<file path="config.mk">
export PLATFORM = sky130hd
export DESIGN_NAME = sigma_delta_1bit_dac
export DESIGN_NICKNAME = d
export VERILOG_FILES = /design/src/rtl/sigma_delta_1bit_dac.sv
export SDC_FILE = /design/constraint.sdc
export NUM_CORES = 1
export LEC_CHECK = 0
export ABC_AREA = 1
export BUFFER_PORTS_ARGS = -buffer_cell sky130_fd_sc_hd__buf_2
export CAP_MARGIN = 40
export CORE_MARGIN = 1
export CORE_UTILIZATION = 56
export DETAILED_ROUTE_END_ITERATION = 10
export PLACE_DENSITY = 0.76
export SYNTH_ARGS = -nofsm -noshare
export SYNTH_HDL_FRONTEND = slang
export SYNTH_SLANG_ARGS = --single-unit
</file>
<file path="constraint.sdc">
create_clock -name clk -period 5 [get_ports clk]
set_input_delay 0.5 -clock clk [delete_from_list [all_inputs] [get_ports clk]]
set_output_delay 0.5 -clock clk [all_outputs]
set_load 0.02 [all_outputs]
</file>
<file path="src/rtl/sigma_delta_1bit_dac.sv">
// Single-bit sigma-delta DAC with saturating integrators.
// Converts an unsigned offset-binary PCM sample into a 1-bit pulse-density
// stream. First or second order, chosen by the ORDER parameter.
module sigma_delta_1bit_dac #(
  parameter int unsigned W     = 20,
  parameter int unsigned ORDER = 2,
  parameter int unsigned AW    = W + 4
) (
  input  logic         clk,
  input  logic         rst_n,
  input  logic         clk_ena,
  input  logic [W-1:0] pcm_in,
  output logic         dac_out
);

  // Sums are formed two bits wider than the integrators so that
  // acc + x - fb can never wrap before it is clamped.
  localparam int unsigned SW = AW + 2;

  // Feedback level for a registered '1': exactly 2^W.
  localparam logic signed [SW-1:0] FbHi   = {{(SW-W-1){1'b0}}, 1'b1, {W{1'b0}}};
  // Integrator limits, pre-extended to sum width for direct comparison.
  localparam logic signed [SW-1:0] SatMax = {3'b000, {(AW-1){1'b1}}};
  localparam logic signed [SW-1:0] SatMin = {3'b111, {(AW-1){1'b0}}};

  // Elaboration-time parameter checks.
  if ((ORDER != 1) && (ORDER != 2)) begin : g_bad_order
    $error("sigma_delta_1bit_dac: ORDER must be 1 or 2");
  end
  if (AW < W + 1) begin : g_bad_aw
    $error("sigma_delta_1bit_dac: AW must be at least W+1");
  end

  // Sign-extend an integrator value to sum width.
  function automatic logic signed [SW-1:0] sext(input logic signed [AW-1:0] v);
    return {{2{v[AW-1]}}, v};
  endfunction

  // Clamp a wide sum into the signed integrator range; never wraps.
  function automatic logic signed [AW-1:0] sat(input logic signed [SW-1:0] v);
    logic signed [AW-1:0] r;
    if (v > SatMax) begin
      r = SatMax[AW-1:0];
    end else if (v < SatMin) begin
      r = SatMin[AW-1:0];
    end else begin
      r = v[AW-1:0];
    end
    return r;
  endfunction

  logic signed [AW-1:0] r_acc1;
  logic signed [AW-1:0] r_acc2;
  logic                 r_dac_out;

  logic signed [SW-1:0] w_x;
  logic signed [SW-1:0] w_fb;
  logic signed [SW-1:0] w_s1;
  logic signed [AW-1:0] w_acc1_n;
  logic signed [AW-1:0] w_acc2_n;
  logic                 w_bit_n;

  // Input is used directly on the enabled edge; no input register.
  assign w_x  = $signed({{(SW-W){1'b0}}, pcm_in});
  // Feedback comes from the currently registered output bit.
  assign w_fb = r_dac_out ? FbHi : '0;

  // First integrator: common to both orders.
  assign w_s1     = sext(r_acc1) + w_x - w_fb;
  assign w_acc1_n = sat(w_s1);

  if (ORDER == 2) begin : g_order2
    logic signed [SW-1:0] w_s2;
    // Second integrator accumulates the freshly updated first stage.
    assign w_s2     = sext(r_acc2) + sext(w_acc1_n) - w_fb;
    assign w_acc2_n = sat(w_s2);
    assign w_bit_n  = (w_acc2_n > 0);
  end else begin : g_order1
    // Second integrator unused: held at zero.
    assign w_acc2_n = '0;
    assign w_bit_n  = (w_acc1_n > 0);
  end

  // Modulator state: advances only on enabled edges, clears asynchronously.
  always_ff @(posedge clk or negedge rst_n) begin
    if (!rst_n) begin
      r_acc1    <= '0;
      r_acc2    <= '0;
      r_dac_out <= 1'b0;
    end else if (clk_ena) begin
      r_acc1    <= w_acc1_n;
      r_acc2    <= w_acc2_n;
      r_dac_out <= w_bit_n;
    end
  end

  assign dac_out = r_dac_out;

endmodule

</file>
# After elaboration in Yosys (flattened, before gate mapping)
# Index checks and enable logic that the tools add are counted.
[word_totals]
mem_bits_rw = 0
n_memories = 0
ff_bits = 49
inputBits = 23
mem_bits_ro = 0
latch_bits = 0
out_inout_bits = 1
wordCells = 17
[op_classes]
magnitude_cmp = 5
bitwise_logic = 0
add_sub_neg = 4
div_mod_pow = 0
n_mux = 5
mul = 0
n_eq_ne = 0
n_reduce_logical = 0
n_shift = 0
[op_table]
columns = ["operator", "count"]
rows = [
  ["two-way mux 24 bit", 4],
  ["> comparator 26 x 24 -> 1 bit, second input constant", 2],
  ["less-than comparator 26 x 24 -> 1 bit, second input constant", 2],
  ["subtractor 25 x 22 -> 26 bit", 2],
  ["adder 24 x 21 -> 25 bit", 1],
  ["adder 24 x 24 -> 25 bit", 1],
  ["> comparator 24 x 1 -> 1 bit, second input constant", 1],
  ["two-way mux 21 bit", 1],
]

# Longest topological paths before layout
# Gate-level depths: netlist (run 1).
[depth]
ltp_word = 11
mapped_depth = 40

# Least setup slack after synthesis (run 1)
# OpenSTA, ideal clock, no wires.
[synth_timing]
path_type = "input to register"
from = "input port pcm_in[5]"
to = "register r_dac_out (netlist: dac_out)"
required_time_ns = 4.879
setup_time_ns = 0.121
slack_ns = -0.106
cell_stages = 38
t_arrival_ns = 4.985
cell_sequence = "inv_1 -> ha_1 -> inv_1 -> ha_1 -> nand2_1 -> clkinv_1 -> a21oi_2 -> nand2_2 -> nand2_1 -> nand3_1 -> nand2_1 -> nand3_1 -> nand2_2 -> clkbuf_1 -> nand2_1 -> nand2_1 -> inv_1 -> ha_1 -> (+2 left out) -> a21oi_1 -> nand2_1 -> a21oi_1 -> o21bai_1 -> a21oi_1 -> o21ai_1 -> a21oi_1 -> o21bai_1 -> xor2_1 -> nand3_2 -> nand2_2 -> buf_6 -> nand2_1 -> nand3_1 -> nor2_1 -> nand2_1 -> o21bai_1 -> nand2_1"
[synth_via]
elab_chain_len = 11
elab_cells_between_ends = 13
cone_classes = "add/sub: 4; order compare: 5; mux: 4"
[synth_rtl]
columns = ["element", "line_no", "rtl"]
rows = [
  ["start: declaration", "12", "input logic [W-1:0] pcm_in,"],
  ["adder 24 x 21 -> 25 bit (*)", "69", "assign w_s1 = sext(r_acc1) + w_x - w_fb;"],
  ["subtractor 25 x 22 -> 26 bit (*)", "69", ""],
  ["less-than comparator 26 x 24 -> 1 bit", "44", "end else if (v < SatMin) begin"],
  ["two-way mux 24 bit", "44", ""],
  ["two-way mux 24 bit (*)", "42", "if (v > SatMax) begin"],
  ["adder 24 x 24 -> 25 bit (*)", "75", "assign w_s2 = sext(r_acc2) + sext(w_acc1_n) - w_fb;"],
  ["subtractor 25 x 22 -> 26 bit (*)", "75", ""],
  ["less-than comparator 26 x 24 -> 1 bit", "44", ""],
  ["two-way mux 24 bit", "44", ""],
  ["two-way mux 24 bit (*)", "42", ""],
  ["> comparator 24 x 1 -> 1 bit (*)", "77", "assign w_bit_n = (w_acc2_n > 0);"],
  ["end signal: assignment", "93", "r_dac_out <= w_bit_n;"],
  ["end: declaration", "54", "logic r_dac_out;"],
]
# Every way passes the cells marked *; elsewhere a longest branch is shown, timed or not.
# A chain may end at the register's enable or synchronous reset.

# Worst setup path after layout (run 1)
[layout_timing]
from = "register r_acc1[12]"
to = "register r_dac_out (netlist: dac_out)"
[layout_via]
elab_chain_len = 11
elab_cells_between_ends = 13
cone_classes = "add/sub: 4; order compare: 5; mux: 4"
[layout_rtl]
columns = ["element", "line_no", "rtl"]
rows = [
  ["start: declaration", "52", "logic signed [AW-1:0] r_acc1;"],
  ["start signal: assignment", "91", "r_acc1 <= w_acc1_n;"],
  ["adder 24 x 21 -> 25 bit (*)", "69", ""],
  ["subtractor 25 x 22 -> 26 bit (*)", "69", ""],
  ["less-than comparator 26 x 24 -> 1 bit", "44", ""],
  ["two-way mux 24 bit", "44", ""],
  ["two-way mux 24 bit (*)", "42", ""],
  ["adder 24 x 24 -> 25 bit (*)", "75", ""],
  ["subtractor 25 x 22 -> 26 bit (*)", "75", ""],
  ["less-than comparator 26 x 24 -> 1 bit", "44", ""],
  ["two-way mux 24 bit", "44", ""],
  ["two-way mux 24 bit (*)", "42", ""],
  ["> comparator 24 x 1 -> 1 bit (*)", "77", ""],
]
# Marks and branches as above.

==> results of run 1 <==
-- cell type report --
type | instances | area share (%)
tap | 136 | 1.85
multi-input combinational | 620 | 56.1
sequential | 49 | 13.3
timing repair buffer | 215 | 17.8
clock buffer | 5 | 0.747
inverter | 243 | 9.99
clock inverter | 3 | 0.231
-- how the worst max path moves through the flow --
stage / to / slack (ns) / depth (start not counted)
2_1_floorplan: dac_out / 0.03 / 38
3_3_place_gp: dac_out / -0.41 / 35
3_5_place_dp: dac_out / -0.54 / 37
4_1_cts: dac_out / 0.01 / 36
5_1_grt: dac_out / -1.07 / 37
6_report: dac_out / -0.89 / 37
-- cells in the final DEF, fill, tap and decap left out, types with 5 or more instances in the layout --
master,count
inv_1,192
buf_4,179
nand2_1,170
nand2_2,62
ha_4,51
dfrtp_1,49
inv_2,46
nor2_1,34
ha_1,34
o21ai_0,29
a21oi_2,27
buf_2,23
nand2_4,22
xor2_1,22
a21oi_1,21
nand3_1,19
xnor2_1,14
nor2_2,12
a22oi_1,10
a31oi_1,9
a22oi_2,9
buf_6,9
o21ai_1,7
a21oi_4,5
nor2_4,5
o21ai_2,5
o21bai_1,5
clkbuf_8,5
-- per-layer routing --
layer	vias up	routed length, um	global-route usage (%)
met5	-	0	0
met4	0	2660	11.3
met3	311	3340	3.99
met2	747	12400	52.6
met1	3763	9290	37.0
li1	3284	-	-
-- critical path, delay by kind of cell (launching register included) --
kind	cells	cell delay (ns)
simple gates	16	1.84
compound gates	10	1.80
fa+ha+maj	4	0.94
buf+inv	6	0.66
flops	1	0.38
xor+xnor	1	0.15
-- registers in the layout, indices dropped and copies added, names as in the netlist --
name / cells
dac_out: 1
r_acc1: 24
r_acc2: 24
-- through the flow --
step                instances  hold slack, ns
floorplan                 923           0.204
global placement         1229           0.476
detailed placement       1229           0.478
CTS                      1246           0.312
global route             1271           0.316
finish                   1271           0.291
-- logic make-up after synthesis --
| logic type | Yosys count | synth area share, % |
|---|---|---|
| simple gates | 343 | 23.7 |
| buf+inv | 259 | 16.6 |
| compound gates | 143 | 14.4 |
| fa+ha+maj | 90 | 19.0 |
| flops | 49 | 20.6 |
| xor+xnor | 39 | 5.73 |
-- timing repair --
action,4_1_cts,5_1_grt
setup buffers,8,21
endpoints found under the setup margin,24,24
gates cloned,1,4
hold buffers,0,0
resized for setup,26,281
pin swaps,6,96
==> results.py, run 1 <==
metrics = {
    "die": {
        "die_h_um": 105,
        "die_x_um": 105,
        "dieArea_um2": 11100,
        "boundaryPins": 24,
        "rows": 37,
        "start_util_pct": 57.7,
        "core-area_um2": 10300,
    },
    "routing": {
        "vias": 8105,
        "wl_per_cell_um": 21.8,
        "wl_mm": 27.7,
        "drtPass1Iterations": 8,
        "ant_nets": 0,
        "drt_drc_violations_left": 0,
        "vias_per_cell": 6.38,
        "drt-initial-drc-count": 1014,
    },
    "setup_path": {
        "cp_common_cell": "nand2_1",
        "timing.rr.end": "dac_out",
        "cp.arrival_ns": 6.12,
        "worstPathMaxFanout": 6,
        "rrSetupSlack_ns": -0.89,
        "critPathCaptureType": "register",
        "cpMaxStageDelayCell": "dfrtp_1",
        "cp.required_ns": 5.23,
        "r2r_start": "r_acc1[12]",
        "crit_path_start": "r_acc1[12]",
        "worst_path_largest_cell_delay_ns": 0.38,
        "reg2reg_depth": 37,
        "start_kind": "register",
        "criticalPathCategory": "register to register",
    },
    "final_layout": {
        "nets": 1247,
        "syn_to_final_growth_pct": 54.6,
        "finalInstanceArea_um2": 9210,
        "utilization_pct": 89.2,
        "multi_input_area_um2": 5170,
        "drive_above_1_share_pct": 44.1,
        "nFillCells": 333,
        "regArea_um2": 1230,
        "num_antenna_cells": 0,
    },
    "timing": {
        "min_period_ns": 5.89,
        "fin_ws_ns": -0.887,
        "hold_viol_final": 0,
        "fin_setup_tns_ns": -15.09,
        "slew-limit-headroom_pct": 47.3,
        "rsz0062_at_grt": "true",
        "worstMarginPinSlew_ns": 0.785,
        "fin_crit_sh_pct": 118,
        "fmax_mhz": 170,
        "drv_slew": 0,
        "fin_skew_ns": 0.0169,
        "setup_viol": 24,
    },
    "clock_network": {
        "clk_pin_slew_ns": 0.11,
        "cts_max_level": 2,
        "root_buffer": "clkbuf_8",
        "cts_tree": "done",
        "cts_buffers": 5,
        "clock_latency_ns": 0.34,
        "cts_sinks": 49,
        "clock_path_buffers": 2,
    },
    "synthesis": {
        "synth.yosys.seq_area_share_pct": 20.6,
        "yosys-top-cells-count": "nand2_1, inv_1, ha_1, a21oi_1, dfrtp_1",
        "synth.distinct_cells": 41,
        "ys.flop_type": "dfrtp_1",
        "syn_area_um2": 5960,
        "ys.warnings.count": 0,
        "synthTopCellsByArea": "dfrtp_1, ha_1, nand2_1, inv_1, a21oi_1",
        "syn-num-nets": 1036,
        "synth-seq-cells": 49,
        "synth.most_common_cell": "nand2_1",
        "async_reset_ff_share_pct": 100,
        "synth_edf_count": 0,
        "syn_inst": 923,
        "yosysTopAreaCell": "dfrtp_1",
        "avgSynthCellArea_um2": 6.45,
        "synth.top_cell.area_share_pct": 20.6,
    },
    "global_routing": {
        "grtUsageTotal_pct": 29.9,
        "antenna_found_initial": 0,
        "overflow": 0,
        "grt_pass1_vias": 6170,
        "grt_max_degree": 55,
        "grt_pass1_wl_mm": 26.8,
    },
    "hold_path": {
        "hold_class": "input pin to asynchronous set/reset pin",
    },
    "placement": {
        "portBuffers": 23,
        "hpwlAfterDp_mm": 12.1,
        "place_congestion": 0.947,
        "pre_cts_ws_ns": -0.545,
        "dpl_cell_area_um2": 7410,
    },
    "status": {
        "status": "finished with violations",
        "violations": "setup timing",
    },
    "run": {
        "drv_cap": 0,
    },
}
Power of run 1 is left out: the tool's default activity adds up to more than one toggle a clock period on the data nets, which glitch-free logic cannot reach.
==> run 2: changes to the inputs <==
BUFFER_PORTS_ARGS = -buffer_cell sky130_fd_sc_hd__buf_4   (was -buffer_cell sky130_fd_sc_hd__buf_2)
==> run 2 against run 1 <==
The flow still finishes with violations (setup timing). First-iteration DRC count decreased by 29%. Utilization decreased by 5.1 points. Design area decreased by 5.8%. Final cell count decreased by 1.6%. Via count decreased by 9.2%. Non-clock buffer count decreased by 18. Setup slack improved by 0.53 ns. Maximum frequency increased by 9.8%.
==> results.py, run 2 (synthesis gave the netlist of run 1 again) <==
metrics = {
    "die": {
        "dieArea_um2": 11100,
        "die_h_um": 105,
        "boundaryPins": 24,
        "die_x_um": 105,
        "rows": 37,
        "start_util_pct": 57.7,
        "core-area_um2": 10300,
    },
    "final_layout": {
        "final_common_cell": "inv_1",
        "final_cell_mix": "inv_1, nand2_1, buf_4",
        "num_antenna_cells": 0,
        "drive_above_1_share_pct": 36.9,
        "finalInstanceArea_um2": 8680,
        "syn_to_final_growth_pct": 45.7,
        "nets": 1227,
    },
    "global_routing": {
        "grt_pass1_wl_mm": 25.6,
        "grtUsageTotal_pct": 28.4,
        "grt_max_degree": 55,
        "antenna_found_initial": 0,
        "grt_pass1_vias": 5966,
        "overflow": 0,
    },
    "clock_network": {
        "clock_latency_ns": 0.33,
        "cts_hold_buffers": 0,
        "cts_tree": "done",
        "clock_path_buffers": 2,
        "cts_sinks": 49,
        "cts_buffers": 5,
        "clk_pin_slew_ns": 0.10,
        "root_buffer": "clkbuf_8",
        "cts_max_level": 2,
    },
    "setup_path": {
        "cp_common_cell": "inv_1",
        "criticalPathCategory": "register to register",
        "r2r_start": "r_acc1[3]",
        "cpMaxStageDelayCell": "dfrtp_1",
        "cp.arrival_ns": 5.59,
        "critPathCaptureType": "register",
        "cp.required_ns": 5.23,
        "crit_path_start": "r_acc1[3]",
        "worstPathMaxFanout": 5,
        "worst_path_largest_cell_delay_ns": 0.34,
        "start_kind": "register",
    },
    "run": {
        "drv_cap": 0,
    },
    "routing": {
        "vias_per_cell": 5.88,
        "ant_nets": 0,
        "vias": 7362,
        "drt-initial-drc-count": 719,
        "drtPass1Iterations": 6,
        "wl_per_cell_um": 18.2,
        "wl_mm": 22.8,
        "drt_drc_violations_left": 0,
    },
    "timing": {
        "worstMarginPinSlew_ns": 1.00,
        "hold_viol_final": 0,
        "fin_skew_ns": 0.00527,
        "setup_viol": 22,
        "min_period_ns": 5.36,
        "rsz0062_at_grt": "true",
        "fin_crit_sh_pct": 107,
        "fmax_mhz": 187,
        "fin_ws_ns": -0.359,
        "drv_slew": 0,
        "slew-limit-headroom_pct": 32.8,
    },
    "hold_path": {
        "hold_class": "input pin to asynchronous set/reset pin",
    },
    "placement": {
        "portBuffers": 23,
        "dpl_cell_area_um2": 7410,
        "hpwlAfterDp_mm": 12.0,
        "place_congestion": 0.912,
    },
    "status": {
        "status": "finished with violations",
        "violations": "setup timing",
    },
}
-- run 2: cell types whose count changed in the layout (fill, tap and decap cells not counted), moves of 6 or more --
cell,delta
a21oi_1,+6
buf_2,-23
buf_4,+10
ha_1,+15
ha_4,-12
inv_1,+16
inv_2,-14
nand2_1,+28
nand2_2,-15
nand2_4,-14
-- run 2: worst paths after layout --
| path | slack [ns] | cells past startpoint | end |
|---|---|---|---|
| setup / recovery | -0.36 | 34 | dac_out |
| setup reg to reg | -0.36 | 34 | dac_out |
| hold reg to reg | 0.55 | 2 | r_acc1[12] |
| min in group clk | 0.55 | 2 | r_acc1[12] |
| max in group asynchronous | 4.37 | 1 | r_acc2[16] |
| hold / removal | 0.18 | 1 | r_acc1[5] |
-- run 2: what timing repair did --
item                                    in CTS  in global routing
cloned                                       0                  4
gates resized for setup                      9                200
pin swaps                                    1                 57
endpoints found under the setup margin      24                 25
setup buffers                                2                 13
-- run 2: per-stage QoR --
| step | hold slack [ns] | util, % | setup slack [ns] | TNS, ns | instances |
|---|---|---|---|---|---|
| 2_1_floorplan | 0.204 | - | 0.0301 | 0 | 923 |
| 3_3_place_gp | 0.473 | 71.8 | -0.348 | -7.18 | 1224 |
| 3_5_place_dp | 0.489 | 71.8 | -0.468 | -9.15 | 1224 |
| 4_1_cts | 0.220 | 73.3 | 0.0163 | 0 | 1234 |
| 5_1_grt | 0.254 | 84.1 | -0.635 | -12.21 | 1251 |
| 6_report | 0.184 | 84.1 | -0.359 | -4.61 | 1251 |
-- run 2: final cells by class --
class | count | area (um2)
Multi-Input combinational cell | 618 | 4740
Fill cell | 507 | 1650
Timing Repair Buffer | 197 | 1530
Sequential cell | 49 | 1230
Inverter | 243 | 917
Tap cell | 136 | 170
Clock buffer | 6 | 72.6
Clock inverter | 2 | 15.0
-- run 2: layer usage --
metal | GRT usage, % | routed length [um]
met5 | 0 | 0
met4 | 8.05 | 1640
met3 | 3.43 | 2020
met2 | 49.5 | 11000
met1 | 36.9 | 8120
-- run 2: critical path: cells and delay by family, from the launching register on --
family | cells | cell delay [ns]
adder cells (fa/ha/maj) | 4 | 1.07
flip-flops | 1 | 0.34
AND/OR/NAND/NOR | 12 | 1.38
buffers and inverters | 10 | 1.07
XOR/XNOR | 1 | 0.16
AO/OA/AOI/OAI | 7 | 1.25
Power of run 2 is left out for the same reason.
